===== src/rtl/fetch_unit_if.sv =====
// Bundles the fetch stage's control handshake, instruction-memory port and
// IF/ID / status outputs so they travel as one port.
interface fetch_unit_if #(
    parameter int PC_W    = 9,
    parameter int INSTR_W = 16,
    parameter int IMM_W   = 8
);
    logic [3:0]         pc_sel;
    logic               load_pc;
    logic               load_if;
    logic [IMM_W-1:0]   br_imm;
    logic [15:0]        reg_target;
    logic [INSTR_W-1:0] imem_rdata;
    logic [PC_W-1:0]    imem_addr;
    logic [PC_W-1:0]    pc;
    logic [INSTR_W-1:0] if_instr;
    logic [PC_W-1:0]    if_pc_plus1;
    logic               if_valid;
    logic [PC_W-1:0]    link_addr;
    logic               halted;
    logic               sel_err;
    logic [15:0]        fetch_count;
    logic [15:0]        flush_count;

    // The fetch unit consumes the control handshake and drives everything else.
    modport slave (
        input  pc_sel, load_pc, load_if, br_imm, reg_target, imem_rdata,
        output imem_addr, pc, if_instr, if_pc_plus1, if_valid, link_addr,
               halted, sel_err, fetch_count, flush_count
    );

    modport master (
        output pc_sel, load_pc, load_if, br_imm, reg_target, imem_rdata,
        input  imem_addr, pc, if_instr, if_pc_plus1, if_valid, link_addr,
               halted, sel_err, fetch_count, flush_count
    );
endinterface


===== src/rtl/fetch_unit.sv =====
// Instruction-fetch stage: PC register, IF/ID pipeline register, link address,
// fetch/flush statistics and a sticky illegal-select flag.
module fetch_unit #(
    parameter int PC_W      = 9,
    parameter int INSTR_W   = 16,
    parameter int IMM_W     = 8,
    parameter int RESET_VEC = 0,
    parameter int NOP_INSTR = 0
) (
    input logic        clk,
    input logic        reset,
    fetch_unit_if.slave bus
);
    localparam logic [PC_W-1:0]    RESET_PC = PC_W'(RESET_VEC);
    localparam logic [INSTR_W-1:0] NOP      = INSTR_W'(NOP_INSTR);

    logic [PC_W-1:0]    pc_q;
    logic [INSTR_W-1:0] if_instr_q;
    logic [PC_W-1:0]    if_pc_plus1_q;
    logic               if_valid_q;
    logic               halted_q;
    logic               sel_err_q;
    logic [15:0]        fetch_count_q;
    logic [15:0]        flush_count_q;

    logic [PC_W-1:0]    imm_ext;
    logic [PC_W-1:0]    target_pc;
    logic               sel_legal;
    logic               capture;
    logic               flush;
    logic               unused_reg_bits;

    assign imm_ext         = PC_W'($signed(bus.br_imm));
    assign capture         = bus.load_if;
    assign flush           = bus.load_pc && !bus.load_if;
    assign unused_reg_bits = ^bus.reg_target;

    // Relative targets are based on the ID-stage branch's own PC + 1.
    always_comb begin
        target_pc = pc_q;
        sel_legal = 1'b1;
        case (bus.pc_sel)
            4'b0001: target_pc = RESET_PC;
            4'b0010: target_pc = pc_q + 1'b1;
            4'b0100: target_pc = if_pc_plus1_q + imm_ext;
            4'b1000: target_pc = bus.reg_target[PC_W-1:0];
            default: sel_legal = 1'b0;
        endcase
    end

    always_ff @(posedge clk or posedge reset) begin
        if (reset) begin
            pc_q      <= RESET_PC;
            sel_err_q <= 1'b0;
            halted_q  <= 1'b0;
        end else begin
            if (bus.load_pc && sel_legal) begin
                pc_q <= target_pc;
            end
            if (bus.load_pc && !sel_legal) begin
                sel_err_q <= 1'b1;
            end
            halted_q <= !(bus.load_pc || bus.load_if);
        end
    end

    // Flush keeps if_pc_plus1 so the link address survives the bubble.
    always_ff @(posedge clk or posedge reset) begin
        if (reset) begin
            if_instr_q    <= NOP;
            if_pc_plus1_q <= '0;
            if_valid_q    <= 1'b0;
        end else if (capture) begin
            if_instr_q    <= bus.imem_rdata;
            if_pc_plus1_q <= pc_q + 1'b1;
            if_valid_q    <= 1'b1;
        end else if (flush) begin
            if_instr_q <= NOP;
            if_valid_q <= 1'b0;
        end
    end

    always_ff @(posedge clk or posedge reset) begin
        if (reset) begin
            fetch_count_q <= '0;
            flush_count_q <= '0;
        end else begin
            if (capture && fetch_count_q != 16'hFFFF) begin
                fetch_count_q <= fetch_count_q + 16'd1;
            end
            if (flush && flush_count_q != 16'hFFFF) begin
                flush_count_q <= flush_count_q + 16'd1;
            end
        end
    end

    assign bus.imem_addr   = pc_q;
    assign bus.pc          = pc_q;
    assign bus.if_instr    = if_instr_q;
    assign bus.if_pc_plus1 = if_pc_plus1_q;
    assign bus.if_valid    = if_valid_q;
    assign bus.link_addr   = if_pc_plus1_q;
    assign bus.halted      = halted_q;
    assign bus.sel_err     = sel_err_q;
    assign bus.fetch_count = fetch_count_q;
    assign bus.flush_count = flush_count_q;
endmodule


===== src/flat_wrapper.sv =====
// flat-port wrapper written by rule: the top's interface ports become plain ports
module fetch_unit_flat 
#(
    parameter int PC_W      = 9,
    parameter int INSTR_W   = 16,
    parameter int IMM_W     = 8,
    parameter int RESET_VEC = 0,
    parameter int NOP_INSTR = 0
)
  (clk, reset, bus_pc_sel, bus_load_pc, bus_load_if, bus_br_imm, bus_reg_target, bus_imem_rdata, bus_imem_addr, bus_pc, bus_if_instr, bus_if_pc_plus1, bus_if_valid, bus_link_addr, bus_halted, bus_sel_err, bus_fetch_count, bus_flush_count);
  fetch_unit_if #(.PC_W(PC_W), .INSTR_W(INSTR_W), .IMM_W(IMM_W)) bus_i ();
  input logic clk;
  input logic reset;
  input wire logic [$bits(bus_i.pc_sel)-1:0] bus_pc_sel;
  input wire logic [$bits(bus_i.load_pc)-1:0] bus_load_pc;
  input wire logic [$bits(bus_i.load_if)-1:0] bus_load_if;
  input wire logic [$bits(bus_i.br_imm)-1:0] bus_br_imm;
  input wire logic [$bits(bus_i.reg_target)-1:0] bus_reg_target;
  input wire logic [$bits(bus_i.imem_rdata)-1:0] bus_imem_rdata;
  output wire logic [$bits(bus_i.imem_addr)-1:0] bus_imem_addr;
  output wire logic [$bits(bus_i.pc)-1:0] bus_pc;
  output wire logic [$bits(bus_i.if_instr)-1:0] bus_if_instr;
  output wire logic [$bits(bus_i.if_pc_plus1)-1:0] bus_if_pc_plus1;
  output wire logic [$bits(bus_i.if_valid)-1:0] bus_if_valid;
  output wire logic [$bits(bus_i.link_addr)-1:0] bus_link_addr;
  output wire logic [$bits(bus_i.halted)-1:0] bus_halted;
  output wire logic [$bits(bus_i.sel_err)-1:0] bus_sel_err;
  output wire logic [$bits(bus_i.fetch_count)-1:0] bus_fetch_count;
  output wire logic [$bits(bus_i.flush_count)-1:0] bus_flush_count;
  assign bus_i.pc_sel = bus_pc_sel;
  assign bus_i.load_pc = bus_load_pc;
  assign bus_i.load_if = bus_load_if;
  assign bus_i.br_imm = bus_br_imm;
  assign bus_i.reg_target = bus_reg_target;
  assign bus_i.imem_rdata = bus_imem_rdata;
  assign bus_imem_addr = bus_i.imem_addr;
  assign bus_pc = bus_i.pc;
  assign bus_if_instr = bus_i.if_instr;
  assign bus_if_pc_plus1 = bus_i.if_pc_plus1;
  assign bus_if_valid = bus_i.if_valid;
  assign bus_link_addr = bus_i.link_addr;
  assign bus_halted = bus_i.halted;
  assign bus_sel_err = bus_i.sel_err;
  assign bus_fetch_count = bus_i.fetch_count;
  assign bus_flush_count = bus_i.flush_count;
  fetch_unit #(.PC_W(PC_W), .INSTR_W(INSTR_W), .IMM_W(IMM_W), .RESET_VEC(RESET_VEC), .NOP_INSTR(NOP_INSTR)) u_core (.clk(clk), .reset(reset), .bus(bus_i));
endmodule

===== config.mk =====
export PLATFORM = sky130hd
export DESIGN_NAME = fetch_unit_flat
export DESIGN_NICKNAME = d
export VERILOG_FILES = /design/src/rtl/fetch_unit_if.sv /design/src/rtl/fetch_unit.sv /design/src/flat_wrapper.sv
export SDC_FILE = /design/constraint.sdc
export NUM_CORES = 1
export LEC_CHECK = 0
export ABC_CLOCK_PERIOD_IN_PS = 4000
export CORE_MARGIN = 1
export CORE_UTILIZATION = 45
export DETAILED_ROUTE_END_ITERATION = 12
export GPL_TIMING_DRIVEN = 0
export PLACE_DENSITY = 0.81
export SYNTH_ARGS = -nofsm -noshare
export SYNTH_HDL_FRONTEND = slang
export SYNTH_SLANG_ARGS = --single-unit
export TNS_END_PERCENT = 30

===== constraint.sdc =====
create_clock -name clk -period 4 [get_ports clk]
set_clock_uncertainty 0.2 [all_clocks]
set_input_delay 0.8 -clock clk [delete_from_list [all_inputs] [get_ports clk]]
set_output_delay 0.8 -clock clk [all_outputs]
set_load 0.03 [all_outputs]

**Word-level counts from Yosys, hierarchy flattened**

Cells that the tools add are included.

- Register bits after elaboration: 69
- Latch bits: 0
- Memory bits (writable): 0
- Memory bits (read-only): 0
- Bits of input ports: 48
- Output and inout bits: 87
- Word-level logic and storage cells: 37
- Memories: 0

- Add/subtract/negate cells: 4
- Multipliers: 0
- Div/mod/pow operators: 0
- Magnitude comparators: 0
- Equality and inequality tests: 6
- Shift-type cells: 0
- Mux-type cells: 6
- Bitwise logic cells: 0
- Reduce and logical (&&, ||, !) cells: 13

Operators by type and width:

| kind | count |
|---|---|
| $pmux 9 s4 | 1 |
| $add 16x1->16 const B | 2 |
| $mux 16 | 2 |
| $ne 16x16->1 const B | 2 |
| $add 9x1->9 const B | 1 |
| $add 9x9->9 | 1 |
| $logic_and 1x1->1 | 5 |
| $eq 4x1->1 const B | 1 |
| $eq 4x2->1 const B | 1 |
| $eq 4x3->1 const B | 1 |
| $eq 4x4->1 const B | 1 |
| $reduce_bool 4->1 | 1 |
| $reduce_or 4->1 | 1 |
| $logic_not 1->1 | 3 |
| $mux 1 | 3 |
| $reduce_and 2->1 | 1 |
| $reduce_bool 2->1 | 1 |
| $logic_or 1x1->1 | 1 |

**Logic depth before layout (Yosys ltp)**

- Depth after elaboration: 5
- Depth in mapped cells: 7
- Depth with buffers taken out: 7

**Worst setup path after synthesis**

Ideal clock, no wire load.

- Path kind: input -> register
- Start point: input port bus_pc_sel[3]
- End point: register u_core.pc_q[8] (netlist: u_core.bus.imem_addr[8])
- Library setup time: 0.096 ns
- Data arrival time: 2.291 ns
- Data required time: 3.704 ns
- Setup slack: 1.414 ns
- Stages: 7
- Buffers on the path: 2
- Cells stage by stage: buf_2 -> or4b_1 -> buf_2 -> or4_1 -> nand3_1 -> a22oi_1 -> o31ai_1

- Longest elaborated chain between the ends: 5
- Elaborated cells between the ends (all ways): 10
- Those cells by class: eq/ne (4); mux (2); reduce/logical (4)

Ends and longest elaborated chain:

| what | RTL line | source |
|---|---|---|
| from (decl) | flat_wrapper.sv:14 | `input wire logic [$bits(bus_i.pc_sel)-1:0] bus_pc_sel;` |
| $eq 4x1->1 (tied with other cells) | fetch_unit.sv:42 | `case (bus.pc_sel)` |
| $reduce_or 4->1 (no line) | - |  |
| $mux 1 | fetch_unit.sv:42 |  |
| $logic_and 1x1->1 | fetch_unit.sv:57 | `if (bus.load_pc && sel_legal) begin` |
| $reduce_and 2->1 (no line) | - |  |
| to (signal assigned) | fetch_unit.sv:58 | `pc_q <= target_pc;` |
| to (decl) | fetch_unit.sv:17 | `logic [PC_W-1:0] pc_q;` |

Several ways; a longest one is shown, not always the timed one.
A chain may end at the register's enable or synchronous reset.

**Worst setup path in the final report**

- Start point: input port bus_br_imm[0]
- End point: register u_core.pc_q[6] (netlist: u_core.bus.imem_addr[6])

- Longest elaborated chain between the ends: 2

Ends and longest elaborated chain:

| what | RTL line | source |
|---|---|---|
| from (decl) | flat_wrapper.sv:17 | `input wire logic [$bits(bus_i.br_imm)-1:0] bus_br_imm;` |
| $add 9x9->9 | fetch_unit.sv:45 | `4'b0100: target_pc = if_pc_plus1_q + imm_ext;` |
| $pmux 9 s4 | fetch_unit.sv:42 |  |

No other way between the ends.

==> reports/metrics.yaml <==
placement:
  gp_congestion: 0.911
  post-place-ws_ns: 0.832
  dpl_cell_area_sq_um: 5080
  port_buffers: 123
  dpl.hpwl_microns: 7150
synth:
  synth_edf_count: 0
  ys_types: 56
  synth_nets: 420
  seq_area_frac_synth: 0.464
  postSynthAreaPerCell_sq_um: 10.3
  ys.flop_type: "dfrtp_1"
  synth.area.top_cells: "dfrtp_1 (46%), xnor2_1 (5.7%), ha_1 (3.7%)"
  synth_common_cells: "dfrtp_1 (69), nand2_1 (30), xnor2_1 (24)"
  syn-cell-area_sq_um: 3720
  syn_inst: 360
  ys_ff_latch: 69
  synth.most_common_cell: "dfrtp_1"
  yosys_warnings: 0
  synth_top_area_frac: 0.464
  synthArstFlopShare: 1.00
  synth_area_leader_cell: "dfrtp_1"
layout:
  num-nets-final: 554
  design_area_sq_um: 5240
  area_growth_pct: 40.8
  antennaDiodeCount: 0
  drive_gt1_frac: 0.0944
floorplanning:
  rows: 32
  die_width_microns: 92.9
  die-area_sq_um: 8630
  die_y_microns: 92.9
  pin_count: 135
  start_util: 0.474
  design.core.area_sq_um: 7850
setup_path:
  rrSetupSlack_ns: 1.57
  arrival_ns: 2.84
  cp-start-kind: "primary input"
  cp_num_buf_inv: 1
  path_class: "primary input to flip-flop"
  r2r_cells: 7
  r2r-start: "u_core.bus.if_pc_plus1[0]"
  critPathMaxFanout: 2
  cp.depth: 8
  crit_path_max_incr_delay_ns: 0.41
  crit_family: "compound AO/OA/AOI/OAI gates"
  path_cells: "clkdlybuf4s50_1 -> ha_1 -> fa_1 -> a21o_1 -> a221oi_1 -> xnor2_1 -> a222oi_1 -> o21ai_1"
  critPathLaunch: "bus_br_imm[0]"
  critPathSlowestCell: "clkdlybuf4s50_1"
  r2r_end: "u_core.bus.imem_addr[6]"
  crit_required_ns: 3.96
  critPathCaptureType: "flip-flop"
  endpoint: "u_core.bus.imem_addr[6]"
global_route:
  grt_max_degree: 70
  grt_overflow_total: 0
  antenna_found_initial: 0
  grt_pass1_vias: 3255
  grt_pass1_wl_microns: 15400
  grt_usage: 0.225
route:
  routed_wl_microns: 9620
  drcViolationCount: 0
  via_per_inst: 5.57
  dr.pass1.iters: 4
  ant_nets: 0
  initialDrtViolationCount: 209
  vias: 3339
  avgRoutedWirePerCell_microns: 16.0
timing:
  finalSetupTns_ns: 0
  fmax_mhz: 348
  hold_viol: 0
  drv_slew: 0
  hold_slack_ns: 0.297
  finalWorstPathRequiredPeriod_ns: 2.88
  rsz0062_at_grt: "no"
  worst_slack_ns: 1.12
  worst_slew_pin_slew_ns: 1.28
  slew-limit-headroom: 0.137
  layout_worst_path_cycle_share: 0.719
  setup_viol: 0
cts:
  tritoncts: "done"
  clk_latency_ns: 0.33
  postCtsSetupBuffers: 0
  cts_max_level: 3
  clockBufferDepth: 2
  clkTransAtPathRegs_ns: 0.08
  root_buffer: "clkbuf_8"
  cts_buffers: 9
  tritoncts_num_sinks: 69
  hold_buffers: 0
  cts_resized: 0
power_and_ir_drop:
  power_switching_uw: 810
  vdd_drop_max_mv: 0.352
  p_seq_frac: 0.422
  switching_share: 0.371
  p_leak_nw: 2.23
  clkPwrFrac: 0.217
  combPwrFrac: 0.362
  p_int_mw: 1.37
  powerDensity_nw_per_um2: 417
  power.total_mw: 2.18
hold_path:
  min_path_cells: 2
  min_path_type: "flip-flop to flip-flop"
  hold_start: "u_core.bus.sel_err"
outcome:
  status: "finished, final reports clean"
job:
  drv_cap: 0
## layout by cell type (no fill, tap or decap), drive strengths merged, types with 2 or more instances in the layout
cell	instances
clkdlybuf4s50	123
dfrtp	69
nand2	30
xnor2	24
buf	24
nor2	23
nand3	20
xor2	15
clkbuf	15
a22o	14
o21ai	13
ha	11
inv	11
nand4	10
a21oi	9
nor3	9
mux2	7
and3	5
and4	5
o211ai	5
a21o	4
nor4	4
a222oi	4
nor4b	4
a31oi	3
nand2b	3
a221oi	3
or4	3
clkinv	3
a22oi	2
mux2i	2
o21ba	2
o31ai	2
or4b	2
a21bo	2
## through the flow
| stage | utilization | instances |
|---|---|---|
| 4_1_cts | 0.668 | 600 |
| 3_3_place_gp | 0.647 | 585 |
| 5_1_grt | 0.668 | 600 |
| 3_5_place_dp | 0.647 | 585 |
| 2_1_floorplan | - | 360 |
| 6_report | 0.668 | 600 |
## worst reg2reg max path, cell delays in order, from the launching register on
cell and delay, ns:
dfrtp_1 0.41, ha_1 0.24, fa_1 0.40, a21o_1 0.21, a221oi_1 0.35, xnor2_1 0.12
a222oi_1 0.22, o21ai_1 0.11
## power groups by stage
stage	Clock, mW	Sequential [mW]	Combinational, mW
after detailed placement	0	0.929	0.792
after global routing	0.516	0.936	0.843
after global placement	0	0.925	0.777
after floorplan	0	1.09	0.289
final	0.473	0.921	0.789
after CTS	0.487	0.918	0.796
## final cells by class
cell class	count	area, sq um
clock buffers	11	131
fillers	630	2610
clock inverters	4	26.3
multi-input cells	252	1770
plain buffers	28	185
repair buffers	123	1230
flip-flops and latches	69	1730
inverters	11	43.8
well taps	102	128
## cells by family after synthesis
logic type / synth area share
AO/OA/AOI/OAI: 0.138
XOR/XNOR: 0.0918
adder cells (fa/ha/maj): 0.0424
buffers and inverters: 0.0609
flip-flops: 0.464
multiplexers: 0.0266
AND/OR/NAND/NOR: 0.176
## state kept, by name, summed over array words and instances (netlist names)
signal,flops
u_core.bus.if_valid,1
u_core.bus.halted,1
u_core.bus.imem_addr,9
u_core.bus.if_instr,16
u_core.bus.if_pc_plus1,9
u_core.bus.fetch_count,16
u_core.bus.flush_count,16
u_core.bus.sel_err,1
## worst min path at each step
stage	to
detailed placement	u_core.bus.sel_err
finish	u_core.bus.sel_err
CTS	u_core.bus.sel_err
global placement	u_core.bus.sel_err
global route	u_core.bus.if_instr[7]
floorplan	u_core.bus.sel_err
## metal layers
metal,track usage,share of wire,vias up
met5,0,0,-
li1,-,-,1558
met1,0.284,0.42,1630
met3,0.0591,0.082,6
met4,0.0577,0.0053,0
met2,0.384,0.49,145
(Power assumes the default switching activity.)
